$ cat src/rtl/round_constant_sequencer_pkg.sv
`default_nettype none
// +----------------------------------------------------------------------------+
// | round_constant_sequencer_pkg                                               |
// | Shared constants, FSM/direction encodings and last-index helper.           |
// | Revision: 1.0                                                              |
// +----------------------------------------------------------------------------+
package round_constant_sequencer_pkg;

  localparam int ROUNDS = 14;
  localparam int CNT_W  = 4;
  localparam int DATA_W = 128;
  localparam int ROW_W  = 32;

  localparam logic [1:0] ST_IDLE  = 2'd0;
  localparam logic [1:0] ST_ISSUE = 2'd1;
  localparam logic [1:0] ST_DONE  = 2'd2;

  typedef enum logic {
    DIR_ENC = 1'b0,
    DIR_DEC = 1'b1
  } dir_e;

  // Encryption ends on the top index, decryption on index 1.
  function automatic logic is_final(input logic [CNT_W-1:0] idx,
                                    input dir_e             dir,
                                    input logic [CNT_W-1:0] top);
    return (dir == DIR_DEC) ? (idx == CNT_W'(1)) : (idx == top);
  endfunction

endpackage
`default_nettype wire

$ cat src/rtl/Round_Constants.sv
`default_nettype none
// +----------------------------------------------------------------------------+
// | Round_Constants                                                            |
// | Combinational Anubis round-constant lookup: row 0 = S[4(r-1)..4r-1].       |
// | Revision: 1.0                                                              |
// +----------------------------------------------------------------------------+
module Round_Constants
  import round_constant_sequencer_pkg::*;
(
  input  logic [CNT_W-1:0]  round_counter,
  output logic [DATA_W-1:0] data_out
);

  logic [ROW_W-1:0] w_row;

  // Only the first matrix row is non-zero; indices outside 1..14 give zero.
  always_comb begin
    w_row = '0;
    case (round_counter)
      4'd1:    w_row = 32'hba542f74;
      4'd2:    w_row = 32'h53d3d24d;
      4'd3:    w_row = 32'h50ac8dbf;
      4'd4:    w_row = 32'h70529a4c;
      4'd5:    w_row = 32'head597d1;
      4'd6:    w_row = 32'h33515ba6;
      4'd7:    w_row = 32'hde48a899;
      4'd8:    w_row = 32'hdb32b7fc;
      4'd9:    w_row = 32'he39e919b;
      4'd10:   w_row = 32'he2bb416e;
      4'd11:   w_row = 32'ha5cb6b95;
      4'd12:   w_row = 32'ha1f3b102;
      4'd13:   w_row = 32'hccc41d14;
      4'd14:   w_row = 32'hc363da5d;
      default: w_row = '0;
    endcase
  end

  assign data_out = {w_row, {(DATA_W-ROW_W){1'b0}}};

endmodule
`default_nettype wire

$ cat src/rtl/round_constant_sequencer.sv
`default_nettype none
// +----------------------------------------------------------------------------+
// | round_constant_sequencer                                                   |
// | Streams ROUNDS key-schedule constants, forward or reverse, over valid/ready|
// | Revision: 1.0                                                              |
// +----------------------------------------------------------------------------+
module round_constant_sequencer
  import round_constant_sequencer_pkg::*;
#(
  parameter int ROUNDS = round_constant_sequencer_pkg::ROUNDS
) (
  input  logic              clk,
  input  logic              rst,
  input  logic              start,
  input  logic              decrypt,
  input  logic              abort,
  input  logic              rc_ready,
  output logic              rc_valid,
  output logic [DATA_W-1:0] data_out,
  output logic [CNT_W-1:0]  round_counter,
  output logic              last,
  output logic              busy,
  output logic              done
);

  localparam logic [CNT_W-1:0] C_FIRST_IDX = CNT_W'(1);
  localparam logic [CNT_W-1:0] C_LAST_IDX  = CNT_W'(ROUNDS);

  logic [1:0]        r_state;
  dir_e              r_dir;
  logic [CNT_W-1:0]  r_idx;
  logic [DATA_W-1:0] r_data;
  logic              r_valid;
  logic              r_last;

  dir_e              w_next_dir;
  logic [CNT_W-1:0]  w_next_idx;
  logic              w_next_last;
  logic [DATA_W-1:0] w_rc;
  logic              w_xfer;

  assign w_xfer = r_valid & rc_ready;

  // In IDLE the mux offers the start index; otherwise the +/-1 step.
  // The step result is only consumed on a non-final transfer, so it never wraps.
  always_comb begin
    w_next_dir = r_dir;
    w_next_idx = (r_dir == DIR_DEC) ? (r_idx - CNT_W'(1)) : (r_idx + CNT_W'(1));
    if (r_state == ST_IDLE) begin
      w_next_dir = dir_e'(decrypt);
      w_next_idx = decrypt ? C_LAST_IDX : C_FIRST_IDX;
    end
  end

  assign w_next_last = is_final(w_next_idx, w_next_dir, C_LAST_IDX);

  Round_Constants u_round_constants (
    .round_counter (w_next_idx),
    .data_out      (w_rc)
  );

  always_ff @(posedge clk) begin
    if (rst) begin
      r_state <= ST_IDLE;
      r_dir   <= DIR_ENC;
      r_idx   <= '0;
      r_data  <= '0;
      r_valid <= 1'b0;
      r_last  <= 1'b0;
    end else begin
      case (r_state)
        ST_IDLE: begin
          if (start) begin
            r_state <= ST_ISSUE;
            r_dir   <= w_next_dir;
            r_idx   <= w_next_idx;
            r_data  <= w_rc;
            r_valid <= 1'b1;
            r_last  <= w_next_last;
          end
        end
        ST_ISSUE: begin
          // Abort wins over a coincident transfer: that constant is consumed,
          // but the run ends without a done pulse.
          if (abort) begin
            r_state <= ST_IDLE;
            r_valid <= 1'b0;
            r_last  <= 1'b0;
          end else if (w_xfer) begin
            if (r_last) begin
              r_state <= ST_DONE;
              r_valid <= 1'b0;
              r_last  <= 1'b0;
            end else begin
              r_idx  <= w_next_idx;
              r_data <= w_rc;
              r_last <= w_next_last;
            end
          end
        end
        ST_DONE: begin
          r_state <= ST_IDLE;
        end
        default: begin
          r_state <= ST_IDLE;
        end
      endcase
    end
  end

  assign rc_valid      = r_valid;
  assign data_out      = r_data;
  assign round_counter = r_idx;
  assign last          = r_last;
  assign busy          = (r_state != ST_IDLE);
  assign done          = (r_state == ST_DONE);

endmodule
`default_nettype wire

$ cat config.mk
export PLATFORM = sky130hd
export DESIGN_NAME = round_constant_sequencer
export DESIGN_NICKNAME = d
export VERILOG_FILES = /design/src/rtl/round_constant_sequencer_pkg.sv /design/src/rtl/Round_Constants.sv /design/src/rtl/round_constant_sequencer.sv
export SDC_FILE = /design/constraint.sdc
export NUM_CORES = 1
export LEC_CHECK = 0
export ABC_AREA = 1
export BUFFER_PORTS_ARGS = -buffer_cell sky130_fd_sc_hd__buf_2
export CAP_MARGIN = 10
export CORE_MARGIN = 4
export CORE_UTILIZATION = 45
export DETAILED_ROUTE_END_ITERATION = 6
export HOLD_SLACK_MARGIN = 0.1
export PLACE_DENSITY = 0.83
export SLEW_MARGIN = 25
export SYNTH_ARGS = -nofsm -noshare
export SYNTH_HDL_FRONTEND = slang
export SYNTH_SLANG_ARGS = --single-unit
$ cat constraint.sdc
create_clock -name clk -period 2.5 [get_ports clk]
set_input_delay 0.375 -clock clk [delete_from_list [all_inputs] [get_ports clk]]
set_output_delay 0.375 -clock clk [all_outputs]
set_load 0.01 [all_outputs]
==> results.md, run 1 <==
* Outcome: finished, final reports clean
* Startpoint of the most critical register-to-register path: round_counter[0]
* Final nets at roughly 550
* Startpoint of the tightest hold check path: rst
* Flop2flop setup slack at between 200 and 250 ps
* Cell family with the largest share of critical-path delay: adder cells
* Layout cells sized above 1 at 14.0%
* Power per cell area at approximately 650 mW/mm^2
* Clock input transition at the sequential cells of the worst setup and hold paths at 90 ps
* Worst min path class: in2reg
* Weighted congestion reported at the end of routability-driven placement at 0.947
* CP startpoint kind: flop
* Cell-by-cell listing of the critical path: fa_1 -> nand2_1 -> nand2_4 -> inv_1 -> ha_1 -> nand2_1 -> inv_1 -> o21ai_0 -> nand2_1 -> nor2_1 -> nor2_1
* Endpoint kind of the worst setup timing path: flop
* Share of the cycle needed by the critical path after routing at 91.6%
* Final Hold Fails at 0
* Wire length of the first global-routing pass at 12100 um
* Drt first-iter violations at 208
* Grt ovf at 0
* Total number of placement rows at 30
* Worst hold stages at 2
* Data arrival time at the worst-slack endpoint at around 2500 ps
* Deepest clock path buffer count at 2
* Starting density of the core at 47.3%
* Number of H-tree branching levels at 2
* Worst-skew pair later-pin latency at 300 ps
* Max stage delay on crit path at 570 ps
* Post-route setup TNS at 0 ps
* Clock period minus worst slack at about 2300 ps
* Clock root buffer master: clkbuf_8
* Total length of routed met2 wires at ~3600 um
* Count of buffer and inverter cells on the critical path at 2
* Final number of setup-violating endpoints at 0
* Detail-routed via count per cell at 4.55
* Relative area change from synthesis to final layout at 0.946%
* Clock tree from TritonCTS: yes
* Number of CTS-inserted buffers at 5
* Final routed wire length divided by cell count at between 10 and 15 um
* Quantity of I/O buffers inserted on ports at 45
* Post-route DRC at 0
* Top-level port count at ~140
* Average instance area after synthesis at 6.71 um^2
* Unrepaired setup endpoints after global routing: false
* Number of antenna violations at the first check in global routing at 0
* Final wirelength at about 7600 um
* Total routing usage reported by global routing at 17.0%
* Yosys Warn Count at 0
* Floorplan die width at roughly 94 um
* Number of register bits inferred by synthesis at 41
* Number of pins with negative max-slew slack in the final report at 0
* Top routing layer used: met4
* HPWL reported at the end of detailed placement at 6020 um
* Overall die height at 93.7 um
* Via count of the routed design at 2874
* Worst hold endpoint: data_out[100]
* Synth unique cells at 33
* LEAKAGE at 2.00 nW
* Post-cts sizing count at 0
* CP Max Fanout at 10
* Buffers inserted by post-CTS timing repair at 0
* Wire length on met3 at 681 um
* Sequential fraction of the synthesis area at approximately a quarter
* Worst reg2reg endpoint: data_out[109]
* Iteration count of the initial detailed-routing pass at 5
* Die Footprint at 0.00878 mm^2
* Setup Crit Path Kind: reg2reg
* Peak clock frequency supported by timing at 437 MHz
* Post-route insts no fill at ~630
* Final Skew at 8.57 ps
* Routed met1 length at 3290 um
* Final antenna-violating net count at 0
* Mapped Cells at 493
* Total of max-cap violations at 0
* Number of cells on the worst reg-to-reg path at 11
* Number of clock sinks seen by CTS at 41
* Final antenna diode count at 0
* Floorplan core area at around 0.0070 mm^2
* Data required time of the worst path at around 2700 ps
* Placed Cells at 624
* Most frequent cells in the layout: 118 x nand2_1, 96 x conb_1, 52 x inv_1
* Synthesized cell area at about 0.0033 mm^2
* Pin count of the biggest net entering global routing at slightly above 60
* Maximum VDD drop at ~0.00035 V
* Most common library cell in the layout ignoring fill and taps: nand2_1
* Vias in the first global route at approximately 2500
* Slowest cell on the critical path: fa_1
* Most repeated library cell on the critical path: nand2_1
* Hold-fix buffer count after cts at 0
[routing by layer]
layer  track usage [%]  vias up
met2              27.9      131
met1              23.5     1295
met5                 0        -
li1                  -     1437
met4              3.61        0
met3              2.72       11
[cells in the mapped netlist]
library cell | n | share of area, %
buf_8 | 1 | 0.45
nor2_2 | 1 | 0.19
buf_4 | 98 | 22
nand2_8 | 1 | 0.61
o21bai_1 | 1 | 0.23
buf_6 | 3 | 1.0
a21oi_2 | 1 | 0.26
ha_1 | 10 | 3.8
and3_1 | 1 | 0.19
nor3_1 | 3 | 0.45
dfxtp_1 | 41 | 25
nor2_4 | 2 | 0.68
inv_2 | 3 | 0.34
fa_1 | 1 | 0.61
conb_1 | 1 | 0.11
o21ai_2 | 1 | 0.26
nand2_2 | 2 | 0.38
o21ai_0 | 42 | 6.4
o211ai_1 | 1 | 0.23
o21ai_1 | 1 | 0.15
nor2_1 | 26 | 3.0
nand3_4 | 1 | 0.53
a31oi_1 | 2 | 0.38
nand2_4 | 5 | 1.7
nand3_1 | 48 | 7.3
inv_1 | 52 | 5.9
nand2_1 | 118 | 13
buf_2 | 5 | 0.76
a21oi_1 | 15 | 2.3
clkbuf_1 | 2 | 0.23
nand4_1 | 1 | 0.19
clkbuf_8 | 2 | 0.83
or2_1 | 1 | 0.19
[layout make-up]
| type | instances | area (um^2) |
|---|---|---|
| clock inverter | 1 | 30.0 |
| tap | 96 | 120 |
| inverter | 55 | 206 |
| fill | 729 | 3640 |
| clock buffer | 7 | 86.3 |
| multi-input combinational | 381 | 1790 |
| timing repair buffer | 51 | 283 |
| sequential | 41 | 821 |
[cell families (layout without fill, tap and decap cells)]
group | Yosys count | count (layout) | share of synthesized area [%]
buf+inv | 166 | 114 | 31.8
flops | 41 | 41 | 24.8
simple gates | 210 | 210 | 28.7
other cells | 1 | 96 | 0.113
compound gates | 64 | 64 | 10.1
fa+ha+maj | 11 | 11 | 4.39
[state kept, by name, summed over array words and instances, names as in the netlist]
register / cells
rc_valid: 1
data_out: 32
r_dir: 1
last: 1
r_state: 2
round_counter: 4
[power by group]
group / leakage (nW) / switching (mW) / internal (mW) / total [mW]
registers: 0.338 / 0.0487 / 0.734 / 0.783
clock network: 0.0585 / 0.236 / 0.326 / 0.562
logic: 1.60 / 0.581 / 0.259 / 0.840
total: 2.00 / 0.866 / 1.32 / 2.18
[per-stage QoR]
stage                     setup WS [ps]  instance area (um^2)  util (%)  hold slack, ps  power, mW
after floorplan                     450                  3660         -             444       1.53
after global placement              297                  3220      46.1             469       1.62
after detailed placement            268                  3220      46.1             480       1.63
after CTS                           242                  3340      47.8             319       2.19
after global routing               33.2                  3340      47.8             336       2.35
final                               211                  3340      47.8             319       2.18
[worst max-delay path by stage]
stage / depth (start not counted) / slack, ps / end / from
final: 11 / 210 / data_out[109] / round_counter[0]
after global routing: 11 / 30 / data_out[109] / round_counter[0]
after CTS: 11 / 240 / data_out[109] / round_counter[0]
after floorplan: 11 / 450 / data_out[109] / round_counter[0]
after global placement: 11 / 300 / data_out[109] / round_counter[0]
after detailed placement: 11 / 270 / data_out[109] / round_counter[0]
Note: power is estimated with default switching activity, not from simulation.
==> run 2: changes to the inputs <==
--- a/config.mk
+++ b/config.mk
@@ -8,11 +8,13 @@
 export ABC_AREA = 1
 export BUFFER_PORTS_ARGS = -buffer_cell sky130_fd_sc_hd__buf_2
 export CAP_MARGIN = 10
+export CELL_PAD_IN_SITES_DETAIL_PLACEMENT = 1
+export CELL_PAD_IN_SITES_GLOBAL_PLACEMENT = 1
 export CORE_MARGIN = 4
-export CORE_UTILIZATION = 45
+export CORE_UTILIZATION = 33
 export DETAILED_ROUTE_END_ITERATION = 6
 export HOLD_SLACK_MARGIN = 0.1
-export PLACE_DENSITY = 0.83
+export PLACE_DENSITY = 0.89
 export SLEW_MARGIN = 25
 export SYNTH_ARGS = -nofsm -noshare
 export SYNTH_HDL_FRONTEND = slang
==> results.md, run 2 (synthesis results as in run 1) <==
* Wire length of the first global-routing pass at 14600 um (+20%)
* Power per cell area at 655 mW/mm^2 (about the same)
* Most common library cell in the layout ignoring fill and taps: nand2_1
* Data arrival time at the worst-slack endpoint at 2540 ps (+60 ps)
* FILL cells at 1313 (+80%)
* Floorplan core area at 0.00977 mm^2 (+40%)
* Worst Setup SP: round_counter[0]
* Deepest clock path buffer count at 2 (unchanged)
* Vias in the first global route at 2877 (+15%)
* Clock period minus worst slack at 2330 ps (+43.0 ps)
* Pin count of the biggest net entering global routing at 28 (-54%)
* Data required time of the worst path at 2710 ps (+20 ps)
* Cell family with the largest share of critical-path delay: adder cells
* Total of max-cap violations at 0 (unchanged)
* Number of pins with negative max-slew slack in the final report at 0 (unchanged)
* Startpoint of the tightest hold check path: rst
* Weighted congestion reported at the end of routability-driven placement at 0.874 (-7.7%)
* Slowest cell on the critical path: fa_1
* Final number of setup-violating endpoints at 0 (unchanged)
* Post-route setup TNS at 0 ps (unchanged)
* Total routing usage reported by global routing at 15.6% (-1.4 points)
* Number of H-tree branching levels at 2 (unchanged)
* Final nets at 561 (+1.6%)
* Final Hold Fails at 0 (unchanged)
* Cell-by-cell listing of the critical path: fa_1 -> nand2_1 -> nand2_4 -> clkinvlp_4 -> ha_1 -> nand2_2 -> inv_1 -> o21ai_0 -> nand2_1 -> nor2_1 -> nor2_1
* Peak clock frequency supported by timing at 429 MHz (-1.8%)
* Grt ovf at 0 (unchanged)
* Number of flip-flops in the largest register at 32 (unchanged)
* Post-route total power at 2.26 mW (+3.4%)
* Number of antenna violations at the first check in global routing at 0 (unchanged)
* Final wirelength at 9250 um (+21%)
* Outcome: finished, final reports clean
* Placed Cells at 665 (+6.6%)
* Layout cells sized above 1 at 16.1% (+2.2 points)
* Setup Crit Path Kind: reg2reg
* Post-route insts no fill at 678 (+7.3%)
* Max stage delay on crit path at 570 ps (about the same)
* Drt first-iter violations at 171 (-18%)
* Floorplan die width at 108 um (+15%)
* CP startpoint kind: flop
* Final Skew at 4.37 ps (-4.21 ps)
* Total number of placement rows at 36 (+20%)
* Starting density of the core at 33.8% (-14 points)
* Final routed wire length divided by cell count at 13.6 um (+13%)
* Clock input transition at the sequential cells of the worst setup and hold paths at 80 ps (about the same)
* Relative area change from synthesis to final layout at 4.28%
* Clock tree from TritonCTS: yes
* Maximum VDD drop at 0.000187 V (-46%)
* Unrepaired setup endpoints after global routing: false
* Quantity of I/O buffers inserted on ports at 45 (unchanged)
* Number of clock sinks seen by CTS at 41 (unchanged)
* Die Footprint at 0.0117 mm^2 (+33%)
* Hold-fix buffer count after cts at 0 (unchanged)
* Number of CTS-inserted buffers at 5 (unchanged)
* Worst-skew pair later-pin latency at 310 ps (about the same)
* Detail-routed via count per cell at 4.40 (-3.2%)
* HPWL reported at the end of detailed placement at 7320 um (+22%)
* Core occupancy in the finished layout at 35.3% (-13 points)
* Worst min path class: in2reg
* Clock root buffer master: clkbuf_8
* Startpoint of the most critical register-to-register path: round_counter[0]
* Most frequent cells in the layout: 117 x nand2_1, 96 x conb_1, 51 x inv_1
* Endpoint kind of the worst setup timing path: flop
* Count of buffer and inverter cells on the critical path at 2 (unchanged)
* Post-route DRC at 0 (unchanged)
* Via count of the routed design at 2985 (+3.9%)
* LEAKAGE at 2.04 nW (+1.8%)
* Overall die height at 108 um (+15%)
* Share of the cycle needed by the critical path after routing at 93.3% (+1.7 points)
* Final antenna-violating net count at 0 (unchanged)
* Final antenna diode count at 0 (unchanged)
* Top-level port count at 142 (unchanged)
* Iteration count of the initial detailed-routing pass at 4 (-1)
* CP Max Fanout at 9 (-1)
-- run 2: cell types whose count changed in the layout (fill, tap and decap cells not counted), sizes merged --
cell	change
inv	-1
buf	+9
clkinvlp	+1
-- run 2: metal layers --
metal	up-vias	part of all wire (%)	GRT usage (%)
li1	1458	-	-
met1	1404	43	19.5
met2	109	48	27.3
met3	14	7.0	2.45
met4	0	2.1	5.23
met5	-	0	0
-- run 2: where the power goes --
group / switching [mW] / total, mW / leakage (nW) / internal, mW
clock: 0.247 / 0.573 / 0.0585 / 0.326
sequential: 0.0488 / 0.783 / 0.339 / 0.735
combinational: 0.622 / 0.903 / 1.64 / 0.281
total: 0.918 / 2.26 / 2.04 / 1.34
-- run 2: cell type report --
cell class	instances	area [um^2]	share of cell area, %
multi-input cells	381	1790	52.0
flip-flops and latches	41	823	23.9
inverters	55	210	6.10
clock inverters	1	30.0	0.871
well taps	133	166	4.83
repair buffers	60	338	9.80
clock buffers	7	86.3	2.50
-- run 2: final timing paths --
check	endpoint	slack (ps)	cells after the start
max	data_out[109]	170	11
min	round_counter[0]	300	2
min reg2reg	rc_valid	480	2
max reg2reg	data_out[109]	170	11
-- run 2: timing repair --
item,in CTS,in global routing
setup endpoints to repair,0,7
setup buffers,0,5
resized for setup,0,4
-- run 2: through the flow --
step                      hold WS [ps]  worst slack (ps)  area (um^2)
after floorplan                    444               450         3660
after global placement             456               195         3280
after detailed placement           475               130         3280
after CTS                          299              79.8         3400
after global routing               310              12.3         3450
final                              302               168         3450
-- run 2: worst register-to-register path: cells and delay by family (launching register included) --
family | cells | cell delay, ps
and+or+nand+nor | 6 | 600
DFF | 1 | 370
adders and majority gates | 2 | 850
buffers and inverters | 2 | 250
AOI/OAI and AO/OA | 1 | 160
